### config.mk
export PLATFORM = sky130hd
export DESIGN_NAME = tof_peak_detector
export DESIGN_NICKNAME = d
export VERILOG_FILES = /design/src/rtl/tof_peak_detector.sv
export SDC_FILE = /design/constraint.sdc
export NUM_CORES = 1
export LEC_CHECK = 0
export ABC_CLOCK_PERIOD_IN_PS = 3000
export CORE_ASPECT_RATIO = 1.4
export CORE_MARGIN = 5
export CORE_UTILIZATION = 49
export CTS_CLUSTER_SIZE = 14
export DETAILED_ROUTE_END_ITERATION = 16
export GPL_ROUTABILITY_DRIVEN = 0
export GPL_TIMING_DRIVEN = 0
export PLACE_DENSITY = 0.81
export SLEW_MARGIN = 20
export SYNTH_ARGS = -nofsm -noshare
export SYNTH_HDL_FRONTEND = slang
export SYNTH_SLANG_ARGS = --single-unit
### constraint.sdc
create_clock -name s00_axis_aclk -period 3 [get_ports s00_axis_aclk]
set_input_delay 0.6 -clock s00_axis_aclk [delete_from_list [all_inputs] [get_ports s00_axis_aclk]]
set_output_delay 0.6 -clock s00_axis_aclk [all_outputs]
set_load 0.01 [all_outputs]
### src/rtl/tof_peak_detector.sv
// Time-of-flight peak detector: finds the max sample and its index per record.
// Define TOF_ABS_EN to search on sample magnitude (-32768 saturates to 32767).
module tof_peak_detector #(
    parameter int RECORD_LEN = 1024,
    parameter int IDX_W      = $clog2(RECORD_LEN)
) (
    input  logic        s00_axis_aclk,
    input  logic        s00_axis_areset,
    input  logic        s00_axis_tvalid,
    input  logic        s00_axis_tlast,
    input  logic [31:0] s00_axis_tdata,
    output logic        s00_axis_tready,
    input  logic [15:0] threshold,
    input  logic        m00_axis_tready,
    output logic        m00_axis_tvalid,
    output logic        m00_axis_tlast,
    output logic [31:0] m00_axis_tdata,
    output logic [3:0]  m00_axis_tstrb
);

    typedef enum logic {ACCUM, REPORT} state_t;

    localparam logic [IDX_W-1:0] LAST_IDX = IDX_W'(RECORD_LEN - 1);

    state_t             state_q, state_d;
    logic [IDX_W-1:0]   count_q, count_d;
    logic [IDX_W-1:0]   idx_q, idx_d;
    logic signed [15:0] peak_q, peak_d;
    logic signed [15:0] thr_q, thr_d;
    logic               short_q, short_d;
    logic signed [15:0] raw, sample;
    logic               accept, last_beat, end_rec, hit;
    logic [13:0]        idx_ext;
    logic               unused_tdata;

    assign raw = s00_axis_tdata[15:0];
    assign unused_tdata = ^s00_axis_tdata[31:16];

`ifdef TOF_ABS_EN
    always_comb begin
        sample = raw;
        if (raw == -16'sd32768) begin
            sample = 16'sd32767;
        end else if (raw[15]) begin
            sample = -raw;
        end
    end
`else
    assign sample = raw;
`endif

    assign accept    = (state_q == ACCUM) && s00_axis_tvalid;
    assign last_beat = (count_q == LAST_IDX);
    assign end_rec   = accept && (s00_axis_tlast || last_beat);

    always_comb begin
        state_d = state_q;
        count_d = count_q;
        idx_d   = idx_q;
        peak_d  = peak_q;
        thr_d   = thr_q;
        short_d = short_q;
        unique case (state_q)
            ACCUM: begin
                if (accept) begin
                    count_d = count_q + 1'b1;
                    // First beat seeds the search and freezes the threshold
                    if (count_q == '0) begin
                        peak_d = sample;
                        idx_d  = '0;
                        thr_d  = threshold;
                    end else if (sample > peak_q) begin
                        peak_d = sample;
                        idx_d  = count_q;
                    end
                    if (end_rec) begin
                        count_d = '0;
                        short_d = !last_beat;
                        state_d = REPORT;
                    end
                end
            end
            REPORT: begin
                if (m00_axis_tready) begin
                    state_d = ACCUM;
                end
            end
        endcase
    end

    always_ff @(posedge s00_axis_aclk or posedge s00_axis_areset) begin
        if (s00_axis_areset) begin
            state_q <= ACCUM;
            count_q <= '0;
            idx_q   <= '0;
            peak_q  <= '0;
            thr_q   <= '0;
            short_q <= 1'b0;
        end else begin
            state_q <= state_d;
            count_q <= count_d;
            idx_q   <= idx_d;
            peak_q  <= peak_d;
            thr_q   <= thr_d;
            short_q <= short_d;
        end
    end

    assign hit = (peak_q >= thr_q);

    always_comb begin
        idx_ext = '0;
        idx_ext[IDX_W-1:0] = idx_q;
    end

    assign s00_axis_tready = (state_q == ACCUM);
    assign m00_axis_tvalid = (state_q == REPORT);
    assign m00_axis_tlast  = (state_q == REPORT);
    assign m00_axis_tstrb  = 4'hF;
    assign m00_axis_tdata  = (state_q == REPORT) ?
                             {hit, short_q, idx_ext, peak_q} : 32'h0;

endmodule

---- Word level (Yosys, flattened, before mapping) ----
Cells that the tools add are included.
cells by class
  add/subtract/negate cells ............... 1
  $lt $le $gt $ge ......................... 2
  eq/ne operators ......................... 1
  multiplexer cells ....................... 10
  bitwise logic cells ..................... 1
  reduce and logical (&&, ||, !) cells .... 10
operator list
  cell                     count
  $mux W16                 2
  $mux W32                 1
  $mux W10                 3
  $ge A16 B16 Y1           1
  $gt A16 B16 Y1           1
  $add A10 B1 Y10 const B  1
  $eq A10 B10 Y1 const B   1
  $logic_not A10 Y1        1
  $reduce_and A3 Y1        3
  $mux W1                  3
  $logic_and A1 B1 Y1      2
  $pmux W1 S2              1
  $reduce_and A2 Y1        1
  $reduce_bool A2 Y1       1
  $logic_not A1 Y1         1
  $logic_or A1 B1 Y1       1
  $not A1 Y1               1
word-level totals
  flip-flop bits (word level) ............. 54
  bits of input ports ..................... 53
  output and inout bits ................... 39
  word-level logic and storage cells ...... 31

---- Logic depth before layout (Yosys ltp) ----
Gate-level depths: netlist (run 1).
  depth in word-level cells ............... 6
  depth in mapped cells ................... 9
  depth with buffers taken out ............ 8

---- Worst setup path before layout (run 1) ----
No wires, ideal clock.
  kind .................................... input -> register
  from .................................... input port s00_axis_tdata[9]
  to ...................................... register idx_q[9]
  setup time .............................. 0.125 ns
  arrival ................................. 2.536 ns
  data required time ...................... 2.875 ns
  slack ................................... 0.339 ns
  stages on the path ...................... 8
  buffers on the path ..................... 1
  cell sequence ........................... ha_1 -> a211oi_1 -> nor3_1 -> a2111o_1 -> a21o_1 -> mux2i_4 -> buf_12 -> mux2_4
on the way
  longest elaborated chain between the ends .. 3
ends and longest elaborated chain
  what                          RTL line  RTL
  from (decl)                   11        input logic [31:0] s00_axis_tdata,
  $gt A16 B16 Y1                72        end else if (sample > peak_q) begin
  $reduce_bool A2 Y1 (no line)  n/a
  $reduce_and A3 Y1 (no line)   n/a
  to (signal assigned)          102       idx_q <= idx_d;
  to (decl)                     27        logic [IDX_W-1:0] idx_q, idx_d;
Every way passes these cells.
A chain may end at the register's enable or synchronous reset.

---- Worst setup path in the final report (run 1) ----
  from .................................... input port s00_axis_tdata[12]
  to ...................................... register peak_q[12]
on the way
  longest elaborated chain between the ends .. 3
  elaborated cells on any way between the ends .. 5
  those cells by class .................... 1 x order compare; 2 x mux; 2 x reduce/logical
ends and longest elaborated chain
  what                          RTL line  RTL
  $gt A16 B16 Y1                72
  $reduce_bool A2 Y1 (no line)  n/a
  $reduce_and A3 Y1 (no line)   n/a
  to (signal assigned)          103       peak_q <= peak_d;
  to (decl)                     28        logic signed [15:0] peak_q, peak_d;
Parallel ways exist; a longest one is shown, timed or not. The select of a mux whose other input is x is not followed.

==> results.md, run 1 <==
* Worst slack, placed at -352.0 ps
* Max IR drop VDD at roughly 0.38 mV
* CP top delay family: buffers and inverters
* DP Area at between 0.004 and 0.005 mm²
* Residual DRC at 0
* Area Growth Syn to Fin at 28.86%
* Top cells by area, synth: dfrtp_1 (40%), ha_1 (13%), mux2_4 (8.4%)
* Cell row count at 35
* Via density at about 5.2
* Setup WS post-layout at between 30 and 40 ps
* Antenna Violating Nets Remaining at 0
* Setup violations, final at 0
* Diodes inserted at 0
* Layout cell share with drive strength beyond 1 at between 15 and 20%
* Post-synth cell types at slightly above 40
* Sequential-to-total area share from yosys stat at approximately 40%
* Most frequent cell after synthesis: dfrtp_1
* CP max FO at 10
* Root Buffer: clkbuf_8
* Synth Register Bits at 54
* Post-route cell area at 0.004352 mm²
* Period utilisation layout at between 90 and 100%
* First-pass GRT wire length at 12630 µm
* IO Pins at 92
* Mapped cell area at approximately 0.0034 mm²
* Clock-pin transition on the worst setup and hold timing paths at around 80 ps
* Crit Path Class: input port to register
* RSZ-0062 raised after global routing: yes
* Hold_ws at about 510 ps
* Largest net degree at the start of global routing at 55
* Total CTS buffers at 5
* CP required at between 3000 and 4000 ps
* Cell mode on critical path: buf_12
* Die footprint at 0.008675 mm²
* Final WL at around 8000 µm
* GRT Total Usage at between 10% and 20%
* YS warnings at 0
* Final core occ at roughly two thirds
* Status: finished, final reports clean
* Drt wl/cell at approximately 16 µm
* Routed vias at approximately 2600
* Async set-reset flop share out of synthesis at 100.0%
* Post-synth EDFFs at 0
* Htree depth at 2
* R2r setup slk at between 300 and 400 ps
* Max cap viols at 0
* Pwr Density at approximately 800 mW/mm²
* CP Launch Type: input port
* Slew @ Worst Pin at just under 700 ps
* Post-CTS Hold Buffers at 0
* Critical path buffer and inverter count at 3
* Leak at 2.092 nW
* Starting Density at about half
* Commonest cells post-synth: dfrtp_1 (54), inv_1 (40), ha_1 (34)
* Nets at 497
* Average size of a mapped cell at 10.39 µm²
* Crit path capture type: register
* Die span in x at roughly 80 µm
* Final Max Tran Viols at 0
* HP Class: register to register
* Initial antenna violation count at 0
* Vias in the first global route at between 2000 and 3000
* Dominant cell type by area after synthesis: dfrtp_1
* CTS tree: built
* Drt pass-1 iters at 5
* Clock Latency Late Sink at ~300 ps
* Yosys top cell area share at between 40% and 50%
* Final HPWL DP at 5962 µm
* IO buf count at 67
* Min Tclk post-route at 2963 ps
* Worst Clk Skew at between 8 and 9 ps
* CTS max path bufs at 2
* Die height at 108.2 µm
* Core ar. at 0.006656 mm²
* Fmax at around 340 MHz
* Gate Count Post-Synth at about 330
* Iter 0 DRT Violations at 62
* Max-slew headroom at 54.89%
* Final Hold Viols at 0
* Top FF cell, synth: dfrtp_1
* Worst Path Arrival at about 3200 ps
* Critical-path top delay cell: clkdlybuf4s50_1
* Slowest cell delay on critical path at about 470 ps
* Total grt overflow at 0
* Critical-path cell list: clkdlybuf4s50_1 -> ha_1 -> nand4_1 -> nor3_1 -> a2111o_1 -> a21o_1 -> mux2i_4 -> buf_12 -> buf_12 -> mux2_4
* CTS sink count at 54
## cell type report
type,instances,area (µm²)
clock buffers,6,82.58
well taps,92,115.1
flip-flops and latches,54,1351
fillers,556,2305
plain buffers,17,138.9
multi-input cells,220,1778
repair buffers,72,733.2
inverters,40,152.6
## repair_timing
action	in CTS	in global routing
setup endpoints to repair	23	20
resized for setup	5	4
pin swaps	0	3
cloned	0	1
buffers inserted	0	4
## routing by layer
metal	track usage, %	routed length, µm
met4	4.952	107
met1	22.08	3158
met5	0	0
met2	34.12	4252
met3	2.750	268
## registers in the layout, summed over array words and instances (netlist names)
| name | cells |
|---|---|
| peak_q | 16 |
| thr_q | 16 |
| count_q | 10 |
| idx_q | 10 |
| m00_axis_tlast | 1 |
| short_q | 1 |
## cell families after synthesis
group	after synthesis	share of synthesized area, %
other	2	0.2224
multiplexers	45	17.27
AO/OA/AOI/OAI	40	7.522
adder cells (fa/ha/maj)	34	12.60
flip-flops	54	40.01
XOR/XNOR	5	1.297
buffers and inverters	57	8.521
AND/OR/NAND/NOR	88	12.56
## per-stage QoR
stage | cells | TNS, ps | power, W
5_1_grt | 501 | -122.1 | 0.003728
2_1_floorplan | 331 | 0 | 0.002419
4_1_cts | 496 | 0 | 0.003353
6_report | 501 | 0 | 0.003456
3_5_place_dp | 490 | -7504 | 0.002940
3_3_place_gp | 490 | -6195 | 0.002856
## power breakdown
| group | total, W | internal, W | leakage (nW) | switching, W |
|---|---|---|---|---|
| Sequential | 0.00116 | 0.000973 | 0.674 | 0.000184 |
| Combinational | 0.00189 | 0.00103 | 1.38 | 0.000865 |
| Clock | 0.000406 | 0.000179 | 0.0431 | 0.000227 |
## layout by cell type (no fill, tap or decap), types with 6 or more instances in the layout
cell type / instances
ha_1: 34
a21oi_1: 12
nand2_1: 17
mux2_2: 20
clkdlybuf4s50_1: 66
nor3_1: 8
clkbuf_8: 6
nor2_1: 30
nand4_1: 11
and2_1: 11
conb_1: 8
mux2_4: 19
dfrtp_1: 54
buf_4: 12
o21ai_0: 11
inv_1: 39
## worst paths after layout
check | cells past startpoint | end | startpoint
min reg2reg | 1 | thr_q[13] | thr_q[13]
max | 10 | peak_q[12] | s00_axis_tdata[12]
min in group asynchronous | 2 | thr_q[10] | s00_axis_areset
max in group asynchronous | 2 | count_q[5] | s00_axis_areset
max reg2reg | 10 | peak_q[12] | peak_q[13]
min | 1 | thr_q[13] | thr_q[13]
Power figures use the tool's default switching activity.
==> run 2, diff against run 1 <==
--- a/config.mk
+++ b/config.mk
@@ -5,7 +5,7 @@
 export SDC_FILE = /design/constraint.sdc
 export NUM_CORES = 1
 export LEC_CHECK = 0
-export ABC_CLOCK_PERIOD_IN_PS = 3000
+export ABC_CLOCK_PERIOD_IN_PS = 2750
 export CORE_ASPECT_RATIO = 1.4
 export CORE_MARGIN = 5
 export CORE_UTILIZATION = 49
@@ -14,6 +14,7 @@
 export GPL_ROUTABILITY_DRIVEN = 0
 export GPL_TIMING_DRIVEN = 0
 export PLACE_DENSITY = 0.81
+export SETUP_SLACK_MARGIN = 0.05
 export SLEW_MARGIN = 20
 export SYNTH_ARGS = -nofsm -noshare
 export SYNTH_HDL_FRONTEND = slang
==> constraint.sdc (replaced) <==
create_clock -name s00_axis_aclk -period 2.75 [get_ports s00_axis_aclk]
set_input_delay 0.55 -clock s00_axis_aclk [delete_from_list [all_inputs] [get_ports s00_axis_aclk]]
set_output_delay 0.55 -clock s00_axis_aclk [all_outputs]
set_load 0.01 [all_outputs]
==> results.md, run 2 (same netlist as run 1, synthesis figures left out) <==
* Vias in the first global route at 2793 (+4.3%)
* Max IR drop VDD at 0.3859 mV (+2.0%)
* Crit path capture type: primary output
* Die height at 108.2 µm (unchanged)
* Worst Path Arrival at 2150 ps (-1000 ps)
* IO buf count at 67 (unchanged)
* CTS max path bufs at 2 (unchanged)
* Worst Hold End: idx_q[3]
* Min Tclk post-route at 2696 ps
* Grt peak-use layer: met2
* Diodes inserted at 0 (unchanged)
* Fmax at 370.9 MHz
* IO Pins at 92 (unchanged)
* Met1 usage at 23.03% (+0.95 points)
* Post-CTS Hold Buffers at 0 (unchanged)
* Register area at 0.001351 mm² (unchanged)
* CP required at 2200 ps (-990 ps)
* CTS sink count at 54 (unchanged)
* Final WL at 8241 µm (+5.8%)
* Slew @ Worst Pin at 660.5 ps (-16.24 ps)
* R2r setup slk at 110 ps (-230 ps)
* Most frequent cells in the layout: clkdlybuf4s50_1 (55), dfrtp_1 (54), inv_1 (38), nor2_1 (29), ha_1 (26)
* Clock-pin transition on the worst setup and hold timing paths at 90 ps (about the same)
* Crit Path Class: register to primary output
* Layout cell share with drive strength beyond 1 at 22.43% (+5.3 points)
* Antenna Violating Nets Remaining at 0 (unchanged)
* Met3 Track Usage GR at 2.667% (-0.083 points)
* Initial antenna violation count at 0 (unchanged)
* Residual DRC at 0 (unchanged)
* Via density at 5.249 (+0.98%)
* GR Util met2 at 36.26% (+2.1 points)
* Largest net degree at the start of global routing at 55 (unchanged)
* Fillers at 494 (-11%)
* R2R depth at 10 (unchanged)
* Htree depth at 2 (unchanged)
* Nets at 507 (+2.0%)
* Core ar. at 0.006656 mm² (unchanged)
* Setup violations, final at 0 (unchanged)
* Area of the multi-input gates at 0.001919 mm² (+8.0%)
* Die footprint at 0.008675 mm² (unchanged)
* CTS tree: built
* Worst Clk Skew at 8.262 ps (+0.09348 ps)
* Final HPWL DP at 5962 µm (unchanged)
* GRT Total Usage at 19.63% (+1.1 points)
* Finished Layout Cells at 511 (+2.0%)
* Drt pass-1 iters at 4 (-1)
* Final Max Tran Viols at 0 (unchanged)
* Max cap viols at 0 (unchanged)
* Routed vias at 2682 (+3.0%)
* Leak at 2.212 nW (+5.7%)
* Cell row count at 35 (unchanged)
* Drt wl/cell at 16.13 µm (+3.8%)
* RSZ-0062 raised after global routing: yes
* Hold Path Stages at 1 (unchanged)
* Pwr Density at 902.7 mW/mm² (+14%)
* Hold_ws at 509.9 ps (-0.9800 ps)
* Period utilisation layout at 98.05%
* Fin Setup TNS at 0 ps (unchanged)
* Total CTS buffers at 5 (unchanged)
* Area Growth Syn to Fin at 35.79%
* R2r endpoint: idx_q[6]
* Top Registers: peak_q x16, thr_q x16
* Max-slew headroom at 55.97% (+1.1 points)
* Starting Density at 50.73% (unchanged)
* Leading cell type in the layout, fill and taps excluded: clkdlybuf4s50_1
* CP max FO at 3 (-7)
* HP Class: register to register
* First-pass GRT wire length at 13240 µm (+4.9%)
* Clock Latency Late Sink at 300 ps (about the same)
* Inst Count DP at 490 (unchanged)
* Iter 0 DRT Violations at 123 (+98%)
* Status: finished, final reports clean
* Die span in x at 80.16 µm (unchanged)
* Total grt overflow at 0 (unchanged)
* Final core occ at 68.89% (+3.5 points)
* Final Hold Viols at 0 (unchanged)
* CP Launch Type: register
* R2r startpoint: peak_q[12]
* Hold Crit Start: idx_q[3]
* Root Buffer: clkbuf_8
run 2: cell types whose count changed in the layout (fill, tap and decap cells not counted), moves of 2 or more:
cell,change
clkdlybuf4s50_1,-11
ha_4,+8
buf_4,+8
o21ai_1,+2
dlygate4sd2_1,+7
buf_6,+2
o21ai_0,-2
ha_1,-8
dlymetal6s2s_1,+4
run 2: stage by stage:
stage	total power, W	area (µm²)	setup slack (ps)
after CTS	0.003918	4463	33.61
after detailed placement	0.003207	4188	-552.0
after global routing	0.004431	4586	-79.19
final	0.004140	4586	53.61
after global placement	0.003116	4185	-490.5
after floorplan	0.002639	3400	139.4
run 2: where the power goes:
group / switching (W) / internal [W] / leakage [nW]
Clock: 0.000248 / 0.000195 / 0.0431
Combinational: 0.00109 / 0.00133 / 1.50
Sequential: 0.000208 / 0.00106 / 0.674
Total: 0.00155 / 0.00259 / 2.21
run 2: area by class of cell:
type                            count  share of cell area (%)
Sequential cell                    54                   29.47
Buffer                             17                   3.056
Tap cell                           92                   2.510
Clock buffer                        6                   1.801
Inverter                           40                   3.329
Timing Repair Buffer               82                   17.98
Multi-Input combinational cell    220                   41.86
run 2: worst max path at each step:
stage                       startpoint            endpoint  slack [ps]  cells past startpoint
floorplan            s00_axis_tdata[9]            idx_q[9]         140                      8
global placement    s00_axis_tdata[15]           peak_q[1]        -490                      9
detailed placement  s00_axis_tdata[15]           peak_q[3]        -550                      8
CTS                           thr_q[1]  m00_axis_tdata[31]          30                      9
global route                 peak_q[7]  m00_axis_tdata[31]         -80                      7
finish                       peak_q[7]  m00_axis_tdata[31]          50                      7
run 2: routing by layer:
layer  vias up  share of wire (%)
met5         -                  0
met4         0                2.1
met3        17                2.9
met2        62                 55
met1      1318                 40
li1       1285                  -
run 2: critical path: stages (launching register included):
cell,delay (ps)
dfrtp_1,410
ha_1,340
nand4_1,190
a2111oi_4,370
a211oi_2,70
mux2i_1,120
o21ai_1,190
buf_2,160
run 2: repair_timing:
action | 4_1_cts | 5_1_grt
cloned | 1 | 1
pin swaps | 13 | 11
endpoints found under the setup margin | 35 | 25
setup buffers | 10 | 3
resized for setup | 29 | 14
